--- config.mk ---
export PLATFORM = sky130hd
export DESIGN_NAME = decode_wide
export DESIGN_NICKNAME = d
export VERILOG_FILES = /design/src/rtl/decode_wide.sv
export SDC_FILE = /design/constraint.sdc
export NUM_CORES = 1
export LEC_CHECK = 0
export ABC_AREA = 0
export BUFFER_PORTS_ARGS = -buffer_cell sky130_fd_sc_hd__buf_2
export CAP_MARGIN = 30
export CORE_AREA = 2 2 208 210
export CTS_CLUSTER_DIAMETER = 120
export CTS_CLUSTER_SIZE = 12
export DETAILED_ROUTE_END_ITERATION = 8
export DIE_AREA = 0 0 210 212
export PLACE_DENSITY = 0.73
export SLEW_MARGIN = 0
export SYNTH_ARGS = -nofsm -noshare
export SYNTH_HDL_FRONTEND = slang
export SYNTH_SLANG_ARGS = --single-unit
--- constraint.sdc ---
create_clock -name clk -period 4.6 [get_ports clk]
set_input_delay 0.23 -clock clk [delete_from_list [all_inputs] [get_ports clk]]
set_output_delay 0.23 -clock clk [all_outputs]
set_load 0.01 [all_outputs]
--- src/rtl/decode_wide.sv ---
// WIDTH-lane decode / ROB-tag allocate stage with a one-entry registered output group.
// Accepts an in-order prefix of queued instructions bounded by ROB free space.
module decode_wide #(
  parameter  int WIDTH     = 2,
  parameter  int ROB_DEPTH = 16,
  localparam int TW        = $clog2(ROB_DEPTH),
  localparam int CW        = $clog2(WIDTH + 1)
) (
  input  logic                clk,
  input  logic                rst_n,
  input  logic                flush,
  input  logic [63:0]         flush_order,
  input  logic [WIDTH-1:0]    in_valid,
  input  logic [32*WIDTH-1:0] in_instr,
  input  logic [32*WIDTH-1:0] in_pc,
  output logic [CW-1:0]       in_take,
  input  logic [TW:0]         rob_free,
  input  logic [TW-1:0]       rob_base,
  output logic [CW-1:0]       rob_alloc,
  output logic [WIDTH-1:0]    out_valid,
  input  logic                out_ready,
  output logic [7*WIDTH-1:0]  out_opcode,
  output logic [3*WIDTH-1:0]  out_funct3,
  output logic [5*WIDTH-1:0]  out_rs1,
  output logic [5*WIDTH-1:0]  out_rs2,
  output logic [5*WIDTH-1:0]  out_rd,
  output logic [32*WIDTH-1:0] out_imm,
  output logic [3*WIDTH-1:0]  out_fu,
  output logic [WIDTH-1:0]    out_use_imm,
  output logic [32*WIDTH-1:0] out_pc,
  output logic [TW*WIDTH-1:0] out_rob_tag,
  output logic [64*WIDTH-1:0] out_order
);

  typedef struct packed {
    logic [2:0]  fu;
    logic        useImm;
    logic [4:0]  rd;
    logic [31:0] imm;
  } dec_t;

  // Every legal non-OP format consumes an immediate operand.
  function automatic dec_t decodeLane(input logic [31:0] ins);
    dec_t d;
    d.fu     = 3'd7;
    d.useImm = 1'b0;
    d.rd     = ins[11:7];
    d.imm    = '0;
    case (ins[6:0])
      7'b0110011: d.fu = (ins[31:25] == 7'b0000001) ? (ins[14] ? 3'd2 : 3'd1) : 3'd0;
      7'b0010011: begin d.fu = 3'd0; d.useImm = 1'b1; d.imm = {{20{ins[31]}}, ins[31:20]}; end
      7'b0110111,
      7'b0010111: begin d.fu = 3'd0; d.useImm = 1'b1; d.imm = {ins[31:12], 12'b0}; end
      7'b0000011: begin d.fu = 3'd3; d.useImm = 1'b1; d.imm = {{20{ins[31]}}, ins[31:20]}; end
      7'b0100011: begin
        d.fu = 3'd3; d.useImm = 1'b1; d.rd = '0;
        d.imm = {{20{ins[31]}}, ins[31:25], ins[11:7]};
      end
      7'b1100011: begin
        d.fu = 3'd4; d.useImm = 1'b1; d.rd = '0;
        d.imm = {{19{ins[31]}}, ins[31], ins[7], ins[30:25], ins[11:8], 1'b0};
      end
      7'b1101111: begin
        d.fu = 3'd4; d.useImm = 1'b1;
        d.imm = {{11{ins[31]}}, ins[31], ins[19:12], ins[20], ins[30:21], 1'b0};
      end
      7'b1100111: begin d.fu = 3'd4; d.useImm = 1'b1; d.imm = {{20{ins[31]}}, ins[31:20]}; end
      default:    d.rd = '0;
    endcase
    return d;
  endfunction

  logic [WIDTH-1:0]    validQ, validD;
  logic [7*WIDTH-1:0]  opcodeQ, opcodeD;
  logic [3*WIDTH-1:0]  funct3Q, funct3D, fuQ, fuD;
  logic [5*WIDTH-1:0]  rs1Q, rs1D, rs2Q, rs2D, rdQ, rdD;
  logic [32*WIDTH-1:0] immQ, immD, pcQ, pcD;
  logic [WIDTH-1:0]    useImmQ, useImmD;
  logic [TW*WIDTH-1:0] tagQ, tagD;
  logic [64*WIDTH-1:0] orderQ, orderD;
  logic [63:0]         orderCntQ, orderCntD;
  logic [CW-1:0]       nLead, take;
  logic                load;

  // Lanes behind the first empty lane are never taken, even if valid.
  always_comb begin
    logic stop;
    nLead = '0;
    stop  = 1'b0;
    for (int i = 0; i < WIDTH; i++) begin
      if (!stop && in_valid[i]) nLead = nLead + CW'(1);
      else                      stop  = 1'b1;
    end
    load = !flush && (!(|validQ) || out_ready);
    take = '0;
    if (load) take = (int'(rob_free) < int'(nLead)) ? CW'(rob_free) : nLead;
    orderCntD = flush ? flush_order : orderCntQ + 64'(take);
  end

  assign in_take   = take;
  assign rob_alloc = take;

  always_comb begin
    dec_t dec;
    validD  = '0;
    opcodeD = '0; funct3D = '0; fuD = '0;
    rs1D    = '0; rs2D    = '0; rdD = '0;
    immD    = '0; pcD     = '0; useImmD = '0;
    tagD    = '0; orderD  = '0;
    for (int i = 0; i < WIDTH; i++) begin
      dec = decodeLane(in_instr[32*i +: 32]);
      validD[i]           = (i < int'(take));
      opcodeD[7*i +: 7]   = in_instr[32*i +: 7];
      funct3D[3*i +: 3]   = in_instr[32*i+12 +: 3];
      rs1D[5*i +: 5]      = in_instr[32*i+15 +: 5];
      rs2D[5*i +: 5]      = in_instr[32*i+20 +: 5];
      rdD[5*i +: 5]       = dec.rd;
      fuD[3*i +: 3]       = dec.fu;
      immD[32*i +: 32]    = dec.imm;
      useImmD[i]          = dec.useImm;
      pcD[32*i +: 32]     = in_pc[32*i +: 32];
      tagD[TW*i +: TW]    = rob_base + TW'(i);
      orderD[64*i +: 64]  = orderCntQ + 64'(i);
    end
  end

  always_ff @(posedge clk or negedge rst_n) begin
    if (!rst_n) begin
      validQ  <= '0; opcodeQ <= '0; funct3Q <= '0; fuQ <= '0;
      rs1Q    <= '0; rs2Q    <= '0; rdQ     <= '0; immQ <= '0;
      pcQ     <= '0; useImmQ <= '0; tagQ    <= '0; orderQ <= '0;
      orderCntQ <= '0;
    end else begin
      orderCntQ <= orderCntD;
      if (flush) begin
        validQ <= '0;
      end else if (load) begin
        validQ  <= validD;  opcodeQ <= opcodeD; funct3Q <= funct3D; fuQ <= fuD;
        rs1Q    <= rs1D;    rs2Q    <= rs2D;    rdQ     <= rdD;     immQ <= immD;
        pcQ     <= pcD;     useImmQ <= useImmD; tagQ    <= tagD;    orderQ <= orderD;
      end
    end
  end

  assign out_valid   = validQ;
  assign out_opcode  = opcodeQ;
  assign out_funct3  = funct3Q;
  assign out_rs1     = rs1Q;
  assign out_rs2     = rs2Q;
  assign out_rd      = rdQ;
  assign out_imm     = immQ;
  assign out_fu      = fuQ;
  assign out_use_imm = useImmQ;
  assign out_pc      = pcQ;
  assign out_rob_tag = tagQ;
  assign out_order   = orderQ;

endmodule

== Word level (Yosys, flattened, before mapping) ==
Index checks and enable logic that the tools add are counted.
Widths: inputs -> output; s select.

* Register bits: 388
* Output and inout bits: 328
* Logic and storage cells: 82

* $add $sub $neg: 4
* Order comparisons: 3
* Equality and inequality tests: 20
* Mux-type cells: 19
* Bitwise operators: 1
* Reduce and logical (&&, ||, !) cells: 22

{| class="wikitable"
|+ Operator list
! cell !! number
|-
| $pmux 32 s5 || 2
|-
| $add 64x1->64 const B || 1
|-
| $add 64x2->64 || 1
|-
| $mux 64 || 1
|-
| $eq 7x6->1 const B || 6
|-
| $eq 7x7->1 const B || 6
|-
| $eq 7x5->1 const B || 4
|-
| $pmux 3 s4 || 2
|-
| $mux 2 || 9
|-
| $reduce_or 3->1 || 6
|-
| $reduce_or 8->1 || 2
|-
| $eq 7x1->1 const B || 2
|-
| $eq 7x2->1 const B || 2
|-
| $reduce_or 7->1 || 2
|-
| $mux 5 || 2
|-
| $reduce_or 2->1 || 5
|-
| $lt 5x2->1 || 1
|-
| $add 4x1->4 const B || 1
|-
| $lt 1x2->1 const A || 2
|-
| $mux 1 || 3
|-
| $add 1x1->2 const B || 1
|-
| $logic_and 1x1->1 || 2
|-
| $logic_not 1->1 || 2
|-
| $reduce_and 2->1 || 1
|-
| other kinds (3) || 3
|}

== Longest topological paths before layout ==
Gate-level depths: netlist of the first run.

* Depth in word-level cells: 9
* Depth in mapped cells: 13
* Gate-level depth less buffers: 12

== Worst setup path before layout of the first run ==
Ideal clock, no wire load.

* Kind: register to register
* Start point: reg validQ[1], in the netlist out_valid[1]
* End point: reg orderCntQ[59]
* Library setup time: 0.141 ns
* Arrival time: 3.455 ns
* Data required time: 4.459 ns
* Path slack: 1.004 ns
* Stages on the path, launching flop included: 14
* Period minus slack after synthesis: 3.596 ns
* Path through: dfrtp_1 o21ba_2 or2_2 clkbuf_1 clkbuf_1 nor3_1 ha_1 nor2_1 or2_2 o22a_1 clkbuf_1 buf_2 o41ai_1 a31oi_1

* Longest elaborated chain between the ends: 7

{| class="wikitable"
|+ RTL lines
! item !! line !! source
|-
| from (decl) || 73 || <nowiki>logic [WIDTH-1:0] validQ, validD;</nowiki>
|-
| from (signal assigned) || 138 || <nowiki>validQ <= validD; opcodeQ <= opcodeD; funct3Q <= funct3D; fuQ <= fuD;</nowiki>
|-
| $reduce_or 2->1 || 94 || <nowiki>load = !flush && (!(|validQ) || out_ready);</nowiki>
|-
| $logic_not 1->1 || 94 ||
|-
| $logic_or 1x1->1 || 94 ||
|-
| $logic_and 1x1->1 || 94 ||
|-
| $mux 2 || 96 || <nowiki>if (load) take = (int'(rob_free) < int'(nLead)) ? CW'(rob_free) : nLead;</nowiki>
|-
| via in_take[0] || 16 || <nowiki>output logic [CW-1:0] in_take,</nowiki>
|-
| $add 64x2->64 || 97 || <nowiki>orderCntD = flush ? flush_order : orderCntQ + 64'(take);</nowiki>
|-
| $mux 64 || 97 ||
|-
| via orderCntD[59] || 81 || <nowiki>logic [63:0] orderCntQ, orderCntD;</nowiki>
|-
| to (signal assigned) || 134 || <nowiki>orderCntQ <= orderCntD;</nowiki>
|-
| to (decl) || 81 ||
|}

The timed path passes the listed nets, and every way through them passes these cells.
A chain may end at the register's enable or synchronous reset.

== Final worst setup path of the first run ==
* Start point: reg validQ[1], in the netlist out_valid[1]
* End point: reg orderCntQ[30]

* Longest elaborated chain between the ends: 7

{| class="wikitable"
|+ RTL lines
! item !! line
|-
| $reduce_or 2->1 || 94
|-
| $logic_not 1->1 || 94
|-
| $logic_or 1x1->1 || 94
|-
| $logic_and 1x1->1 || 94
|-
| $mux 2 || 96
|-
| $add 64x2->64 || 97
|-
| $mux 64 || 97
|-
| via orderCntD[30] || 81
|}

The timed path passes the listed nets, and every way through them passes these cells.

==> results.txt, run 1 <==
The run finished with clean final reports. The clock latency of the later-clocked register in the worst-skew pair is 550 ps. Setup total negative slack on the finished layout was measured at 0 ps. In the synthesized netlist the async set-or-reset flop fraction comes to 1.00. 535 I/O pins were placed. Leaving out fill and tap cells, the most frequent cell in the layout is sky130_fd_sc_hd__nand2_1. STA puts the critical path data required time at 5080 ps.

In this run the critical register-to-register path is captured at orderCntQ[30]$_DFF_PN0_. The floorplan has 76 rows. From synthesis to final layout, the design area changed by 33.6%. The share of synthesized area in the top cell type comes to 0.543. The critical path is of the flop to flop type.

The total nets after synthesis is 2245. The hold violation total from the final report came out at 0. The worst setup slack for register-to-register paths came out at 1340 ps. The number of buffers on the longest clock path came out at 3. The number of cells produced by synthesis is 2033. The die covers 44500 µm². Hold timing on the final database bottoms out at a slack of 158 ps.

The initial core utilization came out at 0.421. The worst setup path is captured at a flop. The post-synthesis sequential area ratio came out at 0.543. The clock sink count is 388.

The average footprint of a synthesized cell is 8.80 µm². The number of resized instances in the post-cts repair step is 0. The clock-pin slew on the worst setup and hold paths is 70 ps.

At the end of routability-driven placement, the weighted congestion stood at 0.955. The largest net degree at the start of global routing came out at 276. The number of cells on the worst reg-to-reg path is 8. Measured along the x axis, the die boundary spans 210 µm. The detailed router placed 18200 vias in this run.

The post-CTS setup buffer count is 0. The global route total overflow came out at 0. The fraction of the cycle the final worst path needs is 0.709. The worst slew margin relative to its limit came out at 0.00347.

The total length of routed wires is 69500 µm. The slew of the pin with the lowest slew margin is 1490 ps. The final-report max-slew violation count came out at 0.

The number of buffers added on ports came out at 534. STA puts the critical path data arrival time at 3740 ps. The fraction of layout instances using a drive strength above 1 is 0.231. Dividing total power by cell area gives a power density of 369 nW/µm².

The number of warnings printed during yosys synthesis came out at 0. The number of iterations in the first detailed-routing pass came out at 6. The number of antenna violations at the first check in global routing came out at 4. The post-synthesis sequential element count is 388. The number of nets in the finished design is 2886. CTS built an H-tree with a depth of 2. The leakage power of the design is 11.6 nW. The synthesized design contains 0 enable-type register cells. The number of DRC violations after detailed routing came out at 0. The placed cell area came out at 20900 µm².

The wire length of the first global-routing pass came out at 104000 µm. The beginning of the worst register-to-register path is out_valid[1]$_DFFE_PN0P_. The number of global-route vias before repair came out at 17900. The total standard cell area after synthesis is 17900 µm².

TritonCTS created 38 clock buffers. In this run the clock root is driven by a sky130_fd_sc_hd__clkbuf_16. The routed via count divided by cell count came out at 5.65. The clock skew after layout came out at 22.6 ps. The worst-case IR drop observed on VDD is 0.223 mV.

The smallest clock period supported by the final layout is computed as 3260 ps. The max-cap violation count came out at 0. STA classifies the critical path startpoint as a flop. Timing would allow up to 0.307 GHz. By area the synthesized netlist is led by sky130_fd_sc_hd__dfrtp_1, sky130_fd_sc_hd__nand2_1, sky130_fd_sc_hd__o21ai_0.

The top cell types in the final layout, fill and taps aside, are sky130_fd_sc_hd__nand2_1, sky130_fd_sc_hd__buf_2, sky130_fd_sc_hd__dfrtp_1. In this run the worst hold path is classified as input pin to async pin. Synthesis instantiated 67 different standard cells from the library. The final setup violation count is 0. The synthesized design spends more area on one cell type than any other, namely sky130_fd_sc_hd__dfrtp_1.

The die height came out at 212 µm. TritonCTS built the clock tree. The critical-path maximum fanout is 11. The number of nets with antenna violations after routing is 0. Setup repair after global routing left no endpoint under its margin. The average wire per cell in the routed design is 21.5 µm. The DRC marker count from the first detailed-route iteration came out at 2201.

The global routing usage summed across all routing layers is 0.302. The total non-filler cell area in the finished layout came out at 23900 µm². For this run, the leading register cell type out of synthesis is sky130_fd_sc_hd__dfrtp_1. The total area inside the core boundary comes to 42500 µm². Detailed placement finished with a half-perimeter wire length of 47400 µm.
-- per-layer routing --
metal	wire [µm]	track usage	part of all wire
met2	32500	0.492	0.47
met1	26200	0.366	0.38
met5	0	0	0
met4	4730	0.190	0.068
met3	6020	0.0693	0.087
-- repair_timing --
item / 4_1_cts / 5_1_grt
setup endpoints to repair: 0 / 0
hold buffers: 198 / 0
endpoints found under the hold margin: 269 / 0
-- flip-flops by register name, indices dropped and copies added (netlist names) --
signal and cells:
orderCntQ 64, out_fu 6, out_funct3 6, out_imm 64
out_opcode 14, out_order 128, out_pc 64, out_rd 10
out_rob_tag 8, out_rs1 10, out_rs2 10, out_use_imm 2
out_valid 2
-- cells in the mapped netlist, types with 14 or more instances --
| library cell | instances |
|---|---|
| sky130_fd_sc_hd__o21ai_0 | 155 |
| sky130_fd_sc_hd__buf_2 | 14 |
| sky130_fd_sc_hd__a31oi_1 | 36 |
| sky130_fd_sc_hd__xor2_1 | 35 |
| sky130_fd_sc_hd__clkbuf_1 | 121 |
| sky130_fd_sc_hd__or4_1 | 16 |
| sky130_fd_sc_hd__nand4_1 | 33 |
| sky130_fd_sc_hd__or3_1 | 19 |
| sky130_fd_sc_hd__nor2_1 | 109 |
| sky130_fd_sc_hd__nand2_1 | 702 |
| sky130_fd_sc_hd__a21oi_1 | 51 |
| sky130_fd_sc_hd__nand3_1 | 40 |
| sky130_fd_sc_hd__xnor2_1 | 51 |
| sky130_fd_sc_hd__o211ai_1 | 16 |
| sky130_fd_sc_hd__a22o_1 | 23 |
| sky130_fd_sc_hd__dfrtp_1 | 388 |
| sky130_fd_sc_hd__nor3_1 | 41 |
-- stage by stage --
stage	utilization	setup WS, ps	power [mW]	std cells
floorplan	-	1000	4.99	2033
global placement	0.490	717	5.83	2979
detailed placement	0.491	643	5.88	2980
CTS	0.561	1210	8.82	3219
global route	0.562	1080	9.20	3225
finish	0.562	1340	8.83	3225
-- worst max-delay path by stage --
stage | cells after the start | startpoint | endpoint
6_report | 8 | out_valid[1]$_DFFE_PN0P_ | orderCntQ[30]$_DFF_PN0_
2_1_floorplan | 13 | out_valid[1]$_DFFE_PN0P_ | orderCntQ[59]$_DFF_PN0_
3_3_place_gp | 13 | in_valid[0] | orderCntQ[13]$_DFF_PN0_
5_1_grt | 11 | in_valid[0] | orderCntQ[30]$_DFF_PN0_
3_5_place_dp | 13 | in_valid[0] | orderCntQ[13]$_DFF_PN0_
4_1_cts | 10 | out_valid[1]$_DFFE_PN0P_ | orderCntQ[13]$_DFF_PN0_
-- power by group --
part	leakage (nW)	total (mW)	internal [mW]	switching (mW)
Clock	0.490	2.80	1.50	1.30
Sequential	4.79	4.19	3.83	0.359
Combinational	6.29	1.83	0.720	1.11
-- cell families after synthesis --
family	share of synthesized area
xor+xnor	0.0421
compound gates	0.117
mux	0.00609
buf+inv	0.0352
simple gates	0.253
fa+ha+maj	0.00350
flops	0.543
-- area by class of cell --
class / instances / area (µm²)
Antenna cell: 4 / 10.0
Sequential cell: 388 / 9710
Fill cell: 3616 / 18600
Tap cell: 546 / 683
Timing Repair Buffer: 750 / 4900
Clock buffer: 39 / 976
Clock inverter: 2 / 17.5
Inverter: 10 / 37.5
Multi-Input combinational cell: 1486 / 7560
-- worst max-delay path, cell delays in order, from the launching register on --
cell                        delay [ps]
sky130_fd_sc_hd__dfrtp_1           400
sky130_fd_sc_hd__o21ba_2           260
sky130_fd_sc_hd__or2_4             230
sky130_fd_sc_hd__nor3_1            260
sky130_fd_sc_hd__ha_1              300
sky130_fd_sc_hd__ha_1              380
sky130_fd_sc_hd__o2111ai_1         570
sky130_fd_sc_hd__or4_1             610
sky130_fd_sc_hd__a31oi_1           180
No activity file was read; power rests on OpenSTA's default activity.
==> inputs of run 2 (changes only) <==
Settings changed: ABC_AREA 0 to 1, CORE_AREA 2 2 208 210 to 2 2 205 207, DIE_AREA 0 0 210 212 to 0 0 207 209, PLACE_DENSITY 0.73 to 0.76.
Clock period 4.6 ns to 3.4 ns, I/O delays scaled along.
==> run 2 against run 1 <==
  * Sequential power grew 34%
  * Fmax grew 9.8%
  * Clock skew grew 8.1 ps
  * Clock power grew 36%
  * Clock-buffer cell count is the same
  * Routed wire length grew 2.0%
  * Non-clock buffer count grew 3
  * Cell count grew 9.9%
  * Worst setup slack lost 910 ps
  * Combinational power grew 34%
  * Register-to-register slack lost 910 ps
  * Design area grew 2.9%
  * Highest routed layer is now met5
==> results.txt, run 2 <==
The slowest stage of the critical path is the sky130_fd_sc_hd__nand2_1 cell. The number of nets with antenna violations after routing is 0 (unchanged). The largest net degree at the start of global routing came out at 157 (-43%). The worst setup slack for register-to-register paths came out at 430 ps (-910 ps). For this run, the leading register cell type out of synthesis is sky130_fd_sc_hd__dfrtp_1. The number of buffers added on ports came out at 534 (unchanged). The number of vias in the routed layout is 19100 (+4.6%). The fraction of the cycle the final worst path needs is 0.874 (+0.165). The wire length of the first global-routing pass is 109000 µm (+4.2%). The leakage power of the design was 12.6 nW (+8.9%).

The number of iterations in the first detailed-routing pass was 6 (unchanged). The initial core utilization is 0.448 (+0.0267). The number of buffers on the longest clock path is 3 (unchanged). The kind of start point of the critical path is a flop.

The area enclosed by the die boundary came out at 43300 µm² (-2.8%). The post-synthesis sequential area ratio is 0.525 (-0.0173). The average footprint of a synthesized cell is 7.97 µm² (-9.4%). The clock skew after layout is 30.8 ps (+8.14 ps). The count of boundary I/O pins is 535 (unchanged). The final setup violation count is 0 (unchanged). The power density over the cells is 483 nW/µm² (+31%). The number of warnings printed during yosys synthesis was 0 (unchanged). The kind of end point of the critical path is a flop. The number of cells produced by synthesis is 2317 (+14%). The routed via count divided by cell count came out at 5.38 (-4.8%). The number of DRC violations after detailed routing came out at 0 (unchanged). The number of flip-flops under the largest register name came out at 128 (unchanged). The clock latency of the later-clocked register in the worst-skew pair is 570 ps (+20 ps). After synthesis, the most frequently instantiated cells are sky130_fd_sc_hd__nand2_1, sky130_fd_sc_hd__dfrtp_1, sky130_fd_sc_hd__nor2_1.

The run finished with clean final reports. The arrival time at the worst endpoint came to 3420 ps (-320 ps). The worst slew margin relative to its limit came out at 0.417 (+0.414). The non-filler instance count after layout is 3544 (+9.9%). The global routing usage summed across all routing layers was 0.321 (+0.0185). The fraction of layout instances using a drive strength above 1 came out at 0.227 (-0.00385).

The post-synthesis sequential element count is 388 (unchanged). The die height came out at 209 µm (-1.4%). The total standard cell area after synthesis is 18500 µm² (+3.3%). The post-CTS setup buffer count is 0 (unchanged). The total nets after synthesis came out at 2529 (+13%).

The die width was 207 µm (-1.4%). In this run the clock root is driven by a sky130_fd_sc_hd__clkbuf_16. The post-route minimum period is 2970 ps (-290 ps). The global route total overflow came out at 0 (unchanged). The final-report max-slew violation count is 0 (unchanged). The average wire per cell in the routed design is 20.0 µm (-7.2%). The number of instances in the placed design came to 3302 (+11%). TritonCTS built the clock tree. The total length of routed wires came out at 70900 µm (+2.0%). The number of filler cells placed in the layout came out at 3573 (-1.2%). Setup repair after global routing left no endpoint under its margin. The area share of the leading cell type in the synthesized netlist is 0.525 (-0.0173). The number of global-route vias before repair came out at 18900 (+5.4%). The hold violation total from the final report came out at 0 (unchanged).

The delay of the slowest cell on the worst path came to 410 ps (-200 ps). The most common cell in the synthesized netlist is sky130_fd_sc_hd__nand2_1. The worst setup path is of the flop to flop kind.

The standard cell core area was 41300 µm² (-2.9%). The critical-path maximum fanout came out at 11 (unchanged). The fmax came to 0.337 GHz (+9.8%).

The number of rows created at floorplan is 75 (-1.3%). The total clock buffers created by CTS is 38 (unchanged). In this run the worst hold path is classified as input pin to flop. The distinct cell type count after synthesis came to 48 (-28%).

By area the synthesized netlist is led by sky130_fd_sc_hd__dfrtp_1, sky130_fd_sc_hd__nand2_1, sky130_fd_sc_hd__o21ai_0. The data required time of the critical path was 3850 ps (-1230 ps). The accumulated negative setup slack came out at 0 ps (unchanged). The number of nets in the finished design is 3213 (+11%). The H-tree level count is 2 (unchanged). The utilization after layout came out at 0.596 (+0.0334). The slew of the pin with the lowest slew margin is 874 ps (-620 ps). The hold slack is 31.7 ps (-126 ps). The clock sink count came out at 388 (unchanged).

The most common cell after layout, fill and taps aside is sky130_fd_sc_hd__nand2_1. The half-perimeter wire length after detailed placement was 51400 µm (+8.4%). The worst voltage drop across the vdd grid was 0.326 mV (+46%). The max-cap violation count came out at 0 (unchanged). The fraction of registers with async set or reset after synthesis came out at 1.00 (unchanged). The clock-pin slew on the worst setup and hold paths is 60 ps (about the same). The DRC marker count from the first detailed-route iteration is 1788 (-19%). The global placement routability congestion is 1.01 (+5.9%). sky130_fd_sc_hd__dfrtp_1 takes more of the synthesized area than any other cell. The area overhead of the layout relative to synthesis is 33.1%. The number of antenna violations at the first check in global routing was 4 (unchanged). The library cells used most frequently in the layout, excluding fill and tap cells, are sky130_fd_sc_hd__nand2_1, sky130_fd_sc_hd__buf_2, sky130_fd_sc_hd__dfrtp_1.

The number of enable flip-flop cells after synthesis came out at 0 (unchanged). Traced cell by cell, the critical path runs through nor2_1, nor2_1, nor2_4, o211ai_1, inv_1, ha_1, ha_1, inv_1, nand2_1, nand2_2, nor2_2, nand2_1, xor2_1, o21ai_0.
-- run 2: kinds of logic (layout without fill, tap and decap cells) --
family                   Yosys count  in the layout  share of synthesized area
adder cells (fa/ha/maj)            5              5                    0.00339
AO/OA/AOI/OAI                    256            256                     0.0785
other                              0              3                          0
flip-flops                       388            388                      0.525
buffers and inverters            292            977                     0.0634
AND/OR/NAND/NOR                 1332           1332                      0.308
XOR/XNOR                          44             44                     0.0209
-- run 2: path summary, 6_finish.rpt --
check,start,to,cells after the start
setup / recovery,out_valid[1]$_DFFE_PN0P_,orderCntQ[28]$_DFF_PN0_,14
hold / removal,flush,out_valid[1]$_DFFE_PN0P_,4
setup reg to reg,out_valid[1]$_DFFE_PN0P_,orderCntQ[28]$_DFF_PN0_,14
hold reg to reg,out_opcode[0]$_DFFE_PN0P_,out_opcode[0]$_DFFE_PN0P_,2
max in group asynchronous,rst_n,out_pc[18]$_DFFE_PN0P_,3
min in group asynchronous,rst_n,out_order[112]$_DFFE_PN0P_,2
-- run 2: power breakdown --
group,internal [mW],switching [mW]
combinational,0.934,1.52
sequential,5.16,0.445
clock,2.03,1.79
total,8.13,3.76
-- run 2: layout make-up --
class                           count  area, µm²  share of cell area
Multi-Input combinational cell   1637       7600               0.309
Timing Repair Buffer              753       4910               0.200
Tap cell                          539        674              0.0274
Sequential cell                   388       9710               0.395
Clock inverter                      2       17.5            0.000712
Antenna cell                        3       7.51            0.000305
Clock buffer                       39        976              0.0397
Inverter                          183        694              0.0282
-- run 2: metal layers --
| layer | track usage | vias up | wire length, µm |
|---|---|---|---|
| met5 | 0 | - | 13 |
| met4 | 0.160 | 2 | 3770 |
| met3 | 0.0738 | 212 | 5520 |
| met2 | 0.534 | 941 | 34000 |
| met1 | 0.394 | 9145 | 27500 |
| li1 | - | 8773 | - |
-- run 2: critical path: cells and delay by family (launching register included) --
kind	cells	cell delay [ps]
XOR/XNOR	1	150
flip-flops	1	400
AO/OA/AOI/OAI	2	330
AND/OR/NAND/NOR	7	1480
buffers and inverters	2	170
adder cells (fa/ha/maj)	2	340
-- run 2: through the flow --
stage	worst slack (ps)	power [mW]	instance area, µm²
after floorplan	727	6.68	18500
after global placement	636	7.86	21600
after detailed placement	514	7.90	21600
after CTS	474	11.9	24600
after global routing	209	12.4	24600
final	429	11.9	24600
-- run 2: timing repair --
| item | 4_1_cts | 5_1_grt |
|---|---|---|
| gates resized for setup | 0 | 0 |
| hold endpoints to repair | 313 | 0 |
| hold buffers | 198 | 0 |
==> inputs of run 3 (changes only) <==
Settings changed: GPL_TIMING_DRIVEN set to 0, PLACE_DENSITY 0.76 to unset, PLACE_DENSITY_LB_ADDON set to 0.25.
==> run 3 against run 2 <==
  * Flip-flop and latch count unchanged
  * Total power increased by 1.6%
  * Hold slack better by 6.2 ps
  * Design area increased by 1.4%
  * Highest routed layer is now met4
  * Cell count increased by 2.6%
  * Sequential power down 1%
  * Global-route usage grew 6.4 points
  * Clock-buffer cell count unchanged
==> results.txt, run 3 (synthesis results as in run 2) <==
The run finished with clean final reports. The cell occurring most often along the worst timing path is sky130_fd_sc_hd__nor2_1. The slew of the pin with the lowest slew margin is 1050 ps (+178 ps).

The number of rows created at floorplan came out at 75 (unchanged). The H-tree level count was 2 (unchanged). The largest net degree at the start of global routing came to 112 (-29%). Setup repair after global routing left no endpoint under its margin. The DRC marker count from the first detailed-route iteration came to 1671 (-6.5%). The clock-pin slew on the worst setup and hold paths came out at 60 ps (about the same). The worst setup path is captured at a flop. The fmax is 0.314 GHz (-6.7%). The library cell used most frequently in the layout, excluding fill and tap cells, is sky130_fd_sc_hd__nand2_1. The arrival time at the worst endpoint is 3630 ps (+210 ps).

The number of nets with antenna violations after routing is 0 (unchanged). The count of boundary I/O pins is 535 (unchanged). The TritonCTS clock tree is done. The post-CTS setup buffer count came out at 0 (unchanged).

The number of nets in the finished design came out at 3306 (+2.9%). The max-cap violation count came out at 0 (unchanged). The post-route minimum period is 3180 ps (+213 ps). The worst voltage drop across the vdd grid was 0.362 mV (+11%).

The average wire per cell in the routed design came out at 23.2 µm (+16%). The total length of routed wires came out at 84500 µm (+19%). The half-perimeter wire length after detailed placement is 65000 µm (+26%).

The non-filler instance count after layout was 3635 (+2.6%). The final setup violation count came out at 0 (unchanged). The kind of start point of the critical path is a flop. The die width is 207 µm (unchanged). The delay of the slowest cell on the worst path came to 410 ps (about the same). The area enclosed by the die boundary is 43300 µm² (unchanged).

The wire length of the first global-routing pass is 125000 µm (+15%). The clock sink count is 388 (unchanged). The hold violation total from the final report came to 0 (unchanged). The slowest stage of the critical path belongs to the cell sky130_fd_sc_hd__nand4_1. The number of vias in the routed layout was 19800 (+3.8%).

The worst slew margin relative to its limit came to 0.298 (-0.119). The power density over the cells came to 484 nW/µm² (+0.13%). The clock skew after layout was 17.9 ps (-12.9 ps). The number of iterations in the first detailed-routing pass is 6 (unchanged).

The die height came out at 209 µm (unchanged). In this run the worst hold path is classified as input pin to flop. The final-report max-slew violation count came out at 0 (unchanged).

The fraction of layout instances using a drive strength above 1 is 0.231 (+0.00384). The clock latency of the later-clocked register in the worst-skew pair came to 560 ps (about the same). In the layout the commonest cells are sky130_fd_sc_hd__nand2_1, sky130_fd_sc_hd__buf_2, sky130_fd_sc_hd__dfrtp_1.

The global route total overflow was 0 (unchanged). The number of buffers on the longest clock path came out at 3 (unchanged). Clock tree synthesis selected as its root buffer the cell sky130_fd_sc_hd__clkbuf_16.

The global routing usage summed across all routing layers came to 0.385 (+0.0642). The number of global-route vias before repair came out at 19800 (+4.9%). The leakage power of the design came out at 12.8 nW (+1.5%). The number of antenna violations at the first check in global routing came out at 1 (-3).

The standard cell core area was 41300 µm² (unchanged). The total clock buffers created by CTS is 38 (unchanged). The fraction of the cycle the final worst path needs is 0.936 (+0.0626). The global placement routability congestion came out at 1.04 (+3.0%).

The number of buffers added on ports is 533 (-0.19%). The critical path goes through nor2_1, nor2_1, nor2_2, clkbuf_4, o211ai_1, inv_1, ha_1, inv_1, nand2_2, nand4_1, nor2_1, nand3_1, nand3_1, nand2_1. The category of the most critical setup path is flop to flop.

The initial core utilization came to 0.448 (unchanged). The number of filler cells placed in the layout was 3656 (+2.3%). Compared with the post-synthesis result, the final layout area differs by 35.0%. The sum of internal, switching and leakage power is 12.1 mW (+1.6%). The data required time of the critical path is 3840 ps (about the same). The number of DRC violations after detailed routing is 0 (unchanged). The number of flip-flops under the largest register name is 128 (unchanged). The routed via count divided by cell count came out at 5.45 (+1.2%). The number of instances in the placed design is 3394 (+2.8%). The critical-path maximum fanout was 19 (+8).
==> run 3: cell count changes in the layout (fill, tap and decap cells not counted), sizes merged <==
cell and delta:
buf +33, diode -2, clkbuf +60
==> run 3: per-stage QoR <==
stage	setup slack (ps)	cell area, µm²	TNS [ps]	hold slack, ps	utilization
after floorplan	727	18500	0	-126	-
after global placement	-5530	21800	-2141370	370	0.528
after detailed placement	-472	21900	-11290	298	0.531
after CTS	160	24900	0	18.2	0.603
after global routing	8.20	24900	0	39.4	0.604
final	216	24900	0	37.9	0.604
==> run 3: routing by layer <==
| layer | share of wire | wire (µm) | global-route usage |
|---|---|---|---|
| met5 | 0 | 0 | 0 |
| met4 | 0.043 | 3610 | 0.160 |
| met3 | 0.073 | 6160 | 0.0606 |
| met2 | 0.49 | 41500 | 0.664 |
| met1 | 0.39 | 33200 | 0.483 |
==> run 3: worst max-delay path, delay by kind of cell, from the launching register on <==
family / cells / cell delay [ps]
adder cells (fa/ha/maj): 1 / 200
buffers and inverters: 3 / 600
AND/OR/NAND/NOR: 9 / 1690
flip-flops: 1 / 400
AO/OA/AOI/OAI: 1 / 200
==> run 3: final timing paths <==
| kind | start | to | slack [ps] | cells past startpoint |
|---|---|---|---|---|
| setup / recovery | out_valid[1]$_DFFE_PN0P_ | orderCntQ[33]$_DFF_PN0_ | 220 | 14 |
| hold / removal | in_instr[20] | out_imm[11]$_DFFE_PN0P_ | 40 | 5 |
| setup reg to reg | out_valid[1]$_DFFE_PN0P_ | orderCntQ[33]$_DFF_PN0_ | 220 | 14 |
| hold reg to reg | out_pc[59]$_DFFE_PN0P_ | out_pc[59]$_DFFE_PN0P_ | 470 | 2 |
| max in group asynchronous | rst_n | out_imm[58]$_DFFE_PN0P_ | 1630 | 4 |
| min in group asynchronous | rst_n | out_pc[53]$_DFFE_PN0P_ | 290 | 2 |
==> run 3: power by group <==
group          internal, mW  leakage [nW]  total [mW]  switching (mW)
sequential             5.16          4.85        5.55           0.391
combinational         0.969          7.46        2.70            1.73
clock                  2.03         0.490        3.81            1.78
==> run 3: repair_timing <==
action | CTS | global route
pin swaps | 0 | 0
hold buffers | 198 | 0
hold endpoints to repair | 342 | 0
gates resized for setup | 0 | 1
setup endpoints to repair | 56 | 6
==> run 3: final cells by class <==
type / instances / area (µm²) / area share
Antenna cell: 1 / 2.50 / 0.000100
Buffer: 108 / 483 / 0.0194
Clock buffer: 39 / 976 / 0.0391
Clock inverter: 2 / 17.5 / 0.000702
Inverter: 183 / 687 / 0.0275
Multi-Input combinational cell: 1637 / 7600 / 0.305
Sequential cell: 388 / 9710 / 0.389
Tap cell: 539 / 674 / 0.0270
Timing Repair Buffer: 738 / 4800 / 0.192
